$ cat config.mk
export PLATFORM = sky130hd
export DESIGN_NAME = rotate_arbiter
export DESIGN_NICKNAME = d
export VERILOG_FILES = /design/src/rtl/rotate_arbiter.sv
export SDC_FILE = /design/constraint.sdc
export NUM_CORES = 1
export LEC_CHECK = 0
export ABC_AREA = 1
export ABC_CLOCK_PERIOD_IN_PS = 4750
export BUFFER_PORTS_ARGS = -buffer_cell sky130_fd_sc_hd__buf_4
export CAP_MARGIN = 20
export CORE_UTILIZATION = 55
export DETAILED_ROUTE_END_ITERATION = 16
export PLACE_DENSITY = 0.86
export SLEW_MARGIN = 10
export SYNTH_ARGS = -nofsm -noshare
export SYNTH_HDL_FRONTEND = slang
export SYNTH_SLANG_ARGS = --single-unit
$ cat constraint.sdc
create_clock -name clock -period 4.75 [get_ports clock]
set_clock_uncertainty 0.1 [all_clocks]
set_input_delay 0 -clock clock [delete_from_list [all_inputs] [get_ports clock]]
set_output_delay 0 -clock clock [all_outputs]
set_load 0.02 [all_outputs]
$ cat src/rtl/rotate_arbiter.sv
// rotate_arbiter
//
// Round-robin arbiter and sequencer that shares one external 32-bit right
// rotator among NREQ requesters. The rotator registers din one cycle before
// it consumes the amount, so a granted request flows through two tracking
// stages (s1: din captured, amount being applied; s2: rotator output valid)
// before the tagged result lands in a small show-ahead FIFO.
//
// Ports
//   clock, reset  : sole clock; synchronous active-high reset
//   req           : per-requester request, held until granted
//   req_amount    : 5-bit rotate amount per requester, requester i at [5i+4:5i]
//   req_data      : 32-bit word per requester, requester i at [32i+31:32i]
//   gnt           : one-hot combinational grant; request consumed this cycle
//   rot_din       : rotator data input (winner data in grant cycle, else 0)
//   rot_amount    : rotator amount input (stage-1 amount, else 0)
//   rot_dout      : rotator registered output
//   res_valid/res_ready/res_id/res_data : result stream (FIFO head)
//
// Handshake: res_id/res_data are meaningful whenever res_valid is high and
// stay stable until the head is consumed; a transfer happens on a posedge
// where res_valid && res_ready are both high. res_valid never waits on
// res_ready.
//
// Flow control: a request is only granted while fewer than DEPTH results are
// buffered or in flight, so the FIFO can never overflow and a result is
// never dropped. Credits are computed from registered state only, so a pop
// frees its credit one cycle later.

module rotate_arbiter #(
    parameter int NREQ  = 4,
    parameter int DEPTH = 4
) (
    input  logic                 clock,
    input  logic                 reset,
    input  logic [NREQ-1:0]      req,
    input  logic [5*NREQ-1:0]    req_amount,
    input  logic [32*NREQ-1:0]   req_data,
    output logic [NREQ-1:0]      gnt,
    output logic [31:0]          rot_din,
    output logic [4:0]           rot_amount,
    input  logic [31:0]          rot_dout,
    output logic                 res_valid,
    input  logic                 res_ready,
    output logic [1:0]           res_id,
    output logic [31:0]          res_data
);

    localparam int IW  = $clog2(NREQ);      // requester ID width
    localparam int PW  = $clog2(DEPTH);     // FIFO pointer width
    localparam int CW  = $clog2(DEPTH + 3); // holds count + two in-flight bits

    // Round-robin pointer: the most recent winner
    logic [IW-1:0]   last;

    // Pipeline tracking for the external rotator
    logic            s1_valid;
    logic [IW-1:0]   s1_id;
    logic [4:0]      s1_amount;
    logic            s2_valid;
    logic [IW-1:0]   s2_id;

    // Result FIFO
    logic [31:0]     mem_data [DEPTH];
    logic [IW-1:0]   mem_id   [DEPTH];
    logic [PW-1:0]   wr_ptr;
    logic [PW-1:0]   rd_ptr;
    logic [CW-1:0]   count;

    // Arbitration
    logic [CW-1:0]   credits;
    logic            can_grant;
    logic            found;
    logic [IW-1:0]   idx;
    logic [IW-1:0]   win;
    logic            grant;
    logic [4:0]      win_amount;
    logic            push;
    logic            pop;

    assign credits   = count + CW'(s1_valid) + CW'(s2_valid);
    assign can_grant = !reset && (credits < CW'(DEPTH));

    // Search starts one past the last winner; IW-bit addition wraps mod NREQ.
    always_comb begin
        found = 1'b0;
        win   = '0;
        idx   = '0;
        for (int k = 1; k <= NREQ; k++) begin
            idx = last + IW'(k);
            if (!found && req[idx]) begin
                found = 1'b1;
                win   = idx;
            end
        end
    end

    assign grant = found && can_grant;

    always_comb begin
        gnt = '0;
        if (grant) begin
            gnt[win] = 1'b1;
        end
    end

    assign win_amount = req_amount[win*5 +: 5];
    assign rot_din    = grant ? req_data[win*32 +: 32] : 32'd0;
    assign rot_amount = s1_valid ? s1_amount : 5'd0;

    assign res_valid = !reset && (count != '0);
    assign res_id    = mem_id[rd_ptr];
    assign res_data  = mem_data[rd_ptr];

    // s2_valid marks the cycle in which rot_dout holds this request's result
    assign push = s2_valid;
    assign pop  = res_valid && res_ready;

    // Control state; reset discards everything in flight and buffered.
    always_ff @(posedge clock) begin
        if (reset) begin
            last     <= IW'(NREQ - 1);
            s1_valid <= 1'b0;
            s2_valid <= 1'b0;
            wr_ptr   <= '0;
            rd_ptr   <= '0;
            count    <= '0;
        end else begin
            s1_valid <= grant;
            s2_valid <= s1_valid;
            if (grant) begin
                last <= win;
            end
            // DEPTH is a power of two, so the pointers wrap naturally
            if (push) begin
                wr_ptr <= wr_ptr + 1'b1;
            end
            if (pop) begin
                rd_ptr <= rd_ptr + 1'b1;
            end
            case ({push, pop})
                2'b10:   count <= count + 1'b1;
                2'b01:   count <= count - 1'b1;
                default: count <= count;
            endcase
        end
    end

    // Datapath registers; qualified by the valid bits, so no reset needed.
    always_ff @(posedge clock) begin
        if (grant) begin
            s1_id     <= win;
            s1_amount <= win_amount;
        end
        s2_id <= s1_id;
        if (push && !reset) begin
            mem_data[wr_ptr] <= rot_dout;
            mem_id[wr_ptr]   <= s2_id;
        end
    end

endmodule

Yosys cells after proc, flatten, opt, wreduce, memory -nomap -nowiden
Memory sizes are Yosys's and may differ from the RTL's. A register that Yosys moved wholly into a read port is not among the register bits.
Index checks and enable logic that the tools add are counted.
{"block": "totals", "memories": 2, "ram_bits": 136, "ff_bits": 20, "latchBits": 0, "rom_bits": 0, "input_bits": 187}
{"block": "classes", "n_eq_ne": 2, "n_mux": 28, "reduce_logical": 15, "shifts": 2, "div_mod_pow": 0, "n_mul": 1, "bitwise_logic": 0, "add_sub_neg": 9, "n_lt_le_gt_ge": 7}
{"memory": "mem_data", "depth": 4, "word_bits": 32, "rd": 1, "rd_clocked_by_memory_dff": 1, "write_ports": 1, "line_no": "64", "rtl": "logic [31:0] mem_data [DEPTH];"}
{"memory": "mem_id", "depth": 4, "word_bits": 2, "rd": 1, "rd_clocked_by_memory_dff": 1, "write_ports": 1, "line_no": "65", "rtl": "logic [IW-1:0] mem_id [DEPTH];"}
{"operator": "$shiftx 128x8->32", "count": 1}
{"operator": "$mux 32", "count": 1}
{"operator": "$shiftx 20x6->5", "count": 1}
{"operator": "$mux 2", "count": 8}
{"operator": "$lt 2x3->1 const B", "count": 5}
{"operator": "$mux 1", "count": 11}
{"operator": "$logic_and 1x1->1", "count": 9}
{"operator": "$bmux 1 s2", "count": 4}
{"operator": "$add 2x1->2 const B", "count": 3}
{"operator": "$add 3x1->3", "count": 2}
{"operator": "$pmux 3 s2", "count": 1}
{"operator": "$mul 2x3->5 const B", "count": 1}
{"operator": "$mux 5", "count": 1}
{"operator": "$add 2x2->2 const B", "count": 2}
{"operator": "$logic_not 1->1", "count": 4}
{"operator": "$mux 4", "count": 1}
{"operator": "$add 3x1->3 const B", "count": 1}
{"operator": "$lt 3x3->1 const B", "count": 1}
{"operator": "$reduce_bool 3->1", "count": 1}
{"operator": "$sub 3x1->3 const B", "count": 1}
{"operator": "$demux 1 s2", "count": 1}
{"operator": "$eq 2x1->1 const B", "count": 1}
{"operator": "$eq 2x2->1 const B", "count": 1}
{"operator": "$ge 2x1->1 const B", "count": 1}
{"operator": "$reduce_bool 2->1", "count": 1}

Longest topological paths before layout
{"block": "logic_depth", "word_depth": 18, "ltp_mapped": 16, "ltp_nobuf": 14}

Worst setup path before layout
Ideal clock, no wire load.
{"block": "synth_path", "path_kind": "flip-flop to flip-flop", "from": "register wr_ptr[0]", "to": "memory mem_data[2][0], enable pin", "n_path_buf": 0, "slack_ns": 2.203, "path_stages_with_launch": 5, "synth_period_minus_slack_ns": 2.547, "setup_time_ns": 0.425, "t_arrival_ns": 2.022, "t_required_ns": 4.225, "cell_sequence": "dfxtp_1 -> inv_1 -> ha_1 -> inv_1 -> nor2_1"}
{"item": "from (decl)", "line_no": "66", "rtl": "logic [PW-1:0] wr_ptr;"}
{"item": "from (signal assigned)", "line_no": "136", "rtl": "wr_ptr <= wr_ptr + 1'b1;"}
{"item": "to (decl)", "line_no": "64"}
Straight into the memory's write port.

Final worst setup path
{"block": "layout_path", "from": "register last[0]", "to": "register s1_amount[4] (data pin)"}
{"block": "layout_between", "elab_chain_cells": 15, "word_cells_on_any_way": 26, "classes_between": "add/sub: 3; mul: 1; shift: 1; mux: 15; reduce/logical: 6"}
{"item": "from (decl)", "line_no": "54", "rtl": "logic [IW-1:0] last;"}
{"item": "from (signal assigned)", "line_no": "122", "rtl": "last <= IW'(NREQ - 1);"}
{"item": "from (signal assigned)", "line_no": "132", "rtl": "last <= win;"}
{"item": "$add 2x1->2", "line_no": "90", "rtl": "idx = last + IW'(k);"}
{"item": "$bmux 1 s2", "line_no": "91", "rtl": "if (!found && req[idx]) begin"}
{"item": "$mux 1 (implied by the code)", "line_no": "91"}
{"item": "$mux 1", "line_no": "91"}
{"item": "$logic_not 1->1", "line_no": "91"}
{"item": "$logic_and 1x1->1", "line_no": "91"}
{"item": "$mux 1", "line_no": "91"}
{"item": "$logic_not 1->1", "line_no": "91"}
{"item": "$logic_and 1x1->1", "line_no": "91"}
{"item": "$mux 1", "line_no": "91"}
{"item": "$logic_not 1->1", "line_no": "91"}
{"item": "$logic_and 1x1->1", "line_no": "91"}
{"item": "$mux 2 (*)", "line_no": "91"}
{"item": "$mul 2x3->5 (*)", "line_no": "107", "rtl": "assign win_amount = req_amount[win*5 +: 5];"}
{"item": "$shiftx 20x6->5 (*)", "line_no": "107"}
{"item": "via win_amount[4]", "line_no": "77", "rtl": "logic [4:0] win_amount;"}
{"item": "to (signal assigned)", "line_no": "153", "rtl": "s1_amount <= win_amount;"}
{"item": "to (decl)", "line_no": "59", "rtl": "logic [4:0] s1_amount;"}
The timed path passes the listed nets; every way through them passes the cells marked *. The select of a mux whose other input is x is not followed.
A chain may end at the register's enable or synchronous reset.

==> impl_results.md <==
- Status: complete, no violations
- RSZ-0062 raised after global routing: no
- CTS Sinks: 158
- Maximum vdd drop: approximately 730 uV
- Final Slew Violations: 0
- Wire per inst: 17.7 microns
- Crit end category: register
- Total CTS buffers: 17
- GP Congestion: about 0.9
- Area growth syn-to-layout: 38.5%
- Worst Hold Launch: rot_dout[8]
- Vias in the first global route: 7006
- Vias per Instance: 5.71
- Worst setup path category: register to register
- Initial core utilization: 56.8%
- Register area: around 4600 sq um
- Worst slew pin tran: roughly 1.0 ns
- Pwr dens: roughly 670 nW/um^2
- HPWL Detailed: 13400 microns
- H-tree depth: 4
- Core area: around 14000 sq um
- Min Tclk post-route: 3.43 ns
- Setup_tns: 0 ns
- Reg2Reg Depth: 15
- Grt total ovfl: 0
- DP Worst Slack: 1.87 ns
- DRC Markers: 0
- Pwr Total: approximately 7.3 mW
- Critical Path Source Type: register
- FF-to-FF Start: last[0]
- First-pass GRT wire length: roughly 34000 microns
- Maxcap violations: 0
- Largest net degree at the start of global routing: between 70 and 80
- WHS Path Cells: 2
- Num ports: roughly 260
- Netlist Area Pre-Place: around 7900 sq um
- Average cell area after synthesis: approximately 9.3 sq um
- Ys Warns: 0
- FMAX: between 200 and 300 MHz
- CP Max Fanout: 77
- Cells after synthesis: ~850
- Hold Slack: 0.222 ns
- Finish-stage setup viols: 0
- Drt total wl: ~23000 microns
- Worst hold path endpoint: mem_data[3][8]
- Post-synthesis sequential area ratio: between 50% and 60%
- Psw: 3.38 mW
- Fin nets: 1315
- CTS tree: done
- R2r endpoint: s1_amount[4]
- Vias: ~7.5k
- Starting DRT DRC Count: just under 800
- First drt pass iteration count: 5
- DIE WIDTH: approximately 120 microns
- WP data arrival: ~3.6 ns
- Hold WC Path Type: primary input to register
- Core Rows: 43
- Antenna-violating nets left: 0
- Total Routing Usage GR: around 31%
- I/O Buffers: ~260
- Syn nets: 1043
- Relative slew margins: 30.3%
- CTS Root Cell: clkbuf_16
- Die Area: 14900 sq um
- Internal power: ~4 mW
- # fillers: 858
- CTS max path bufs: 2
- Sw Ratio: around 46%
- Clk slew on worst S/H paths: roughly 0.07 ns
- Post-CTS Setup Bufs: 0
- Chip height: roughly 120 microns
- Area of the multi-input gates: 2850 sq um
- Setup ws final: ~1.3 ns
- Yosys cell types: 30
- Post-layout util: 78.6%
- FF-to-FF setup slack: roughly 1.3 ns
- Lkg Pwr: about 4.7 nW
- Flop pwr share: about a quarter
- Final period utilization: a little over 70%
- Clock network power share: about a fifth
- PostCTS Resize Cnt: 0
- Synthesized flop and latch total: roughly 160
- Worst-Skew Late Latency: 0.42 ns
- Initial antenna violation count: 0
- Final hold vios: 0
- Layout cells sized above 1: between 20 and 30%
- Required @ worst endpoint: 4.94 ns
- Comb pwr share: about 57%
cells in the final DEF, fill, tap and decap left out, types with 17 or more instances in the layout:
cell type,instances
nand4_1,64
o21ai_0,79
clkbuf_16,17
nand2_1,255
nand3_1,21
dlygate4sd3_1,44
buf_4,269
nor2_1,76
o22ai_1,34
a21oi_1,32
inv_1,27
edfxtp_1,143
sequential cells by signal, summed over array words and instances, names as in the netlist, named ones only:
register,count
mem_data,128
mem_id,8
s1_amount,5
count,3
last,2
rd_ptr,2
s1_id,2
s2_id,2
wr_ptr,2
push,1
s1_valid,1
cell usage after synthesis:
cell type | n | area (sq um)
ha_1 | 6 | 75.1
a21oi_1 | 32 | 160
o21ai_0 | 79 | 395
nand2_2 | 3 | 18.8
nand3_2 | 2 | 20.0
o21ai_1 | 1 | 5.00
nand4_1 | 64 | 400
or2_2 | 1 | 6.26
edfxtp_1 | 143 | 4290
buf_4 | 14 | 105
nor2_1 | 80 | 300
nand3_1 | 21 | 105
o21a_1 | 1 | 7.51
inv_1 | 28 | 105
nor3_1 | 1 | 5.00
inv_4 | 1 | 6.26
o21ai_2 | 1 | 8.76
a31oi_1 | 1 | 6.26
fa_1 | 1 | 20.0
nor2_4 | 1 | 11.3
buf_2 | 22 | 110
buf_8 | 1 | 15.0
nand3_4 | 1 | 17.5
inv_2 | 4 | 15.0
a21oi_2 | 9 | 78.8
dfxtp_1 | 15 | 300
nand2_1 | 255 | 957
buf_6 | 6 | 67.6
clkbuf_1 | 21 | 78.8
o22ai_1 | 34 | 213
layer usage:
metal	wire length, microns	track usage, %
met4	716	13.0
met2	12200	54.1
met5	0	0
met1	8270	34.9
met3	2120	8.24
per-stage QoR:
| step | cells | cell area, sq um |
|---|---|---|
| floorplan | 849 | 7910 |
| global placement | 1234 | 9820 |
| detailed placement | 1234 | 9820 |
| CTS | 1310 | 10900 |
| global route | 1314 | 10900 |
| finish | 1315 | 11000 |
cells by family after synthesis:
kind of cell    Yosys count  share of synthesized area [%]
simple gates            429                           23.3
fa+ha+maj                 7                           1.20
flops                   158                           58.1
compound gates          158                           11.1
buf+inv                  97                           6.36
power by group through the flow:
stage,Combinational [mW],Sequential (mW),Clock (mW)
floorplan,3.10,1.74,0
global placement,3.95,1.76,0
detailed placement,3.98,1.77,0
CTS,4.14,1.74,1.37
global route,4.60,1.75,1.44
finish,4.18,1.74,1.38
critical path: stages (launching register included):
cell and delay [ns]:
dfxtp_1 0.55, inv_4 0.10, nand2_1 0.08, nand2_1 0.06, nand2_1 0.10, nand2_2 0.09
inv_2 0.07, nand2_1 0.06, nand2_2 0.08, nand3_4 0.60, inv_2 0.53, nand2_1 0.09
nand2_1 0.07, nand2_1 0.05, nand3_1 0.09, dlygate4sd3_1 0.54
how the worst max path moves through the flow:
stage,from,end,slack [ns],cells past startpoint
floorplan,wr_ptr[0],mem_data[2][0],2.20,4
global placement,last[0],s1_amount[0],1.95,14
detailed placement,last[0],s1_amount[4],1.87,14
CTS,last[0],s1_amount[4],1.32,15
global route,last[0],s1_amount[4],0.91,15
finish,last[0],s1_amount[4],1.32,15
layout make-up:
class | count | area share [%]
clock inverter | 15 | 1.58
multi-input combinational | 594 | 26.0
antenna | 1 | 0.0228
clock buffer | 17 | 3.88
timing repair buffer | 317 | 23.3
tap | 180 | 2.06
inverter | 33 | 1.15
sequential | 158 | 42.0
timing repair:
item                                    in CTS  in global routing
hold buffers                                44                  0
hold endpoints to repair                   145                  0
endpoints found under the setup margin       0                  0
No activity file was read; power rests on OpenSTA's default activity.
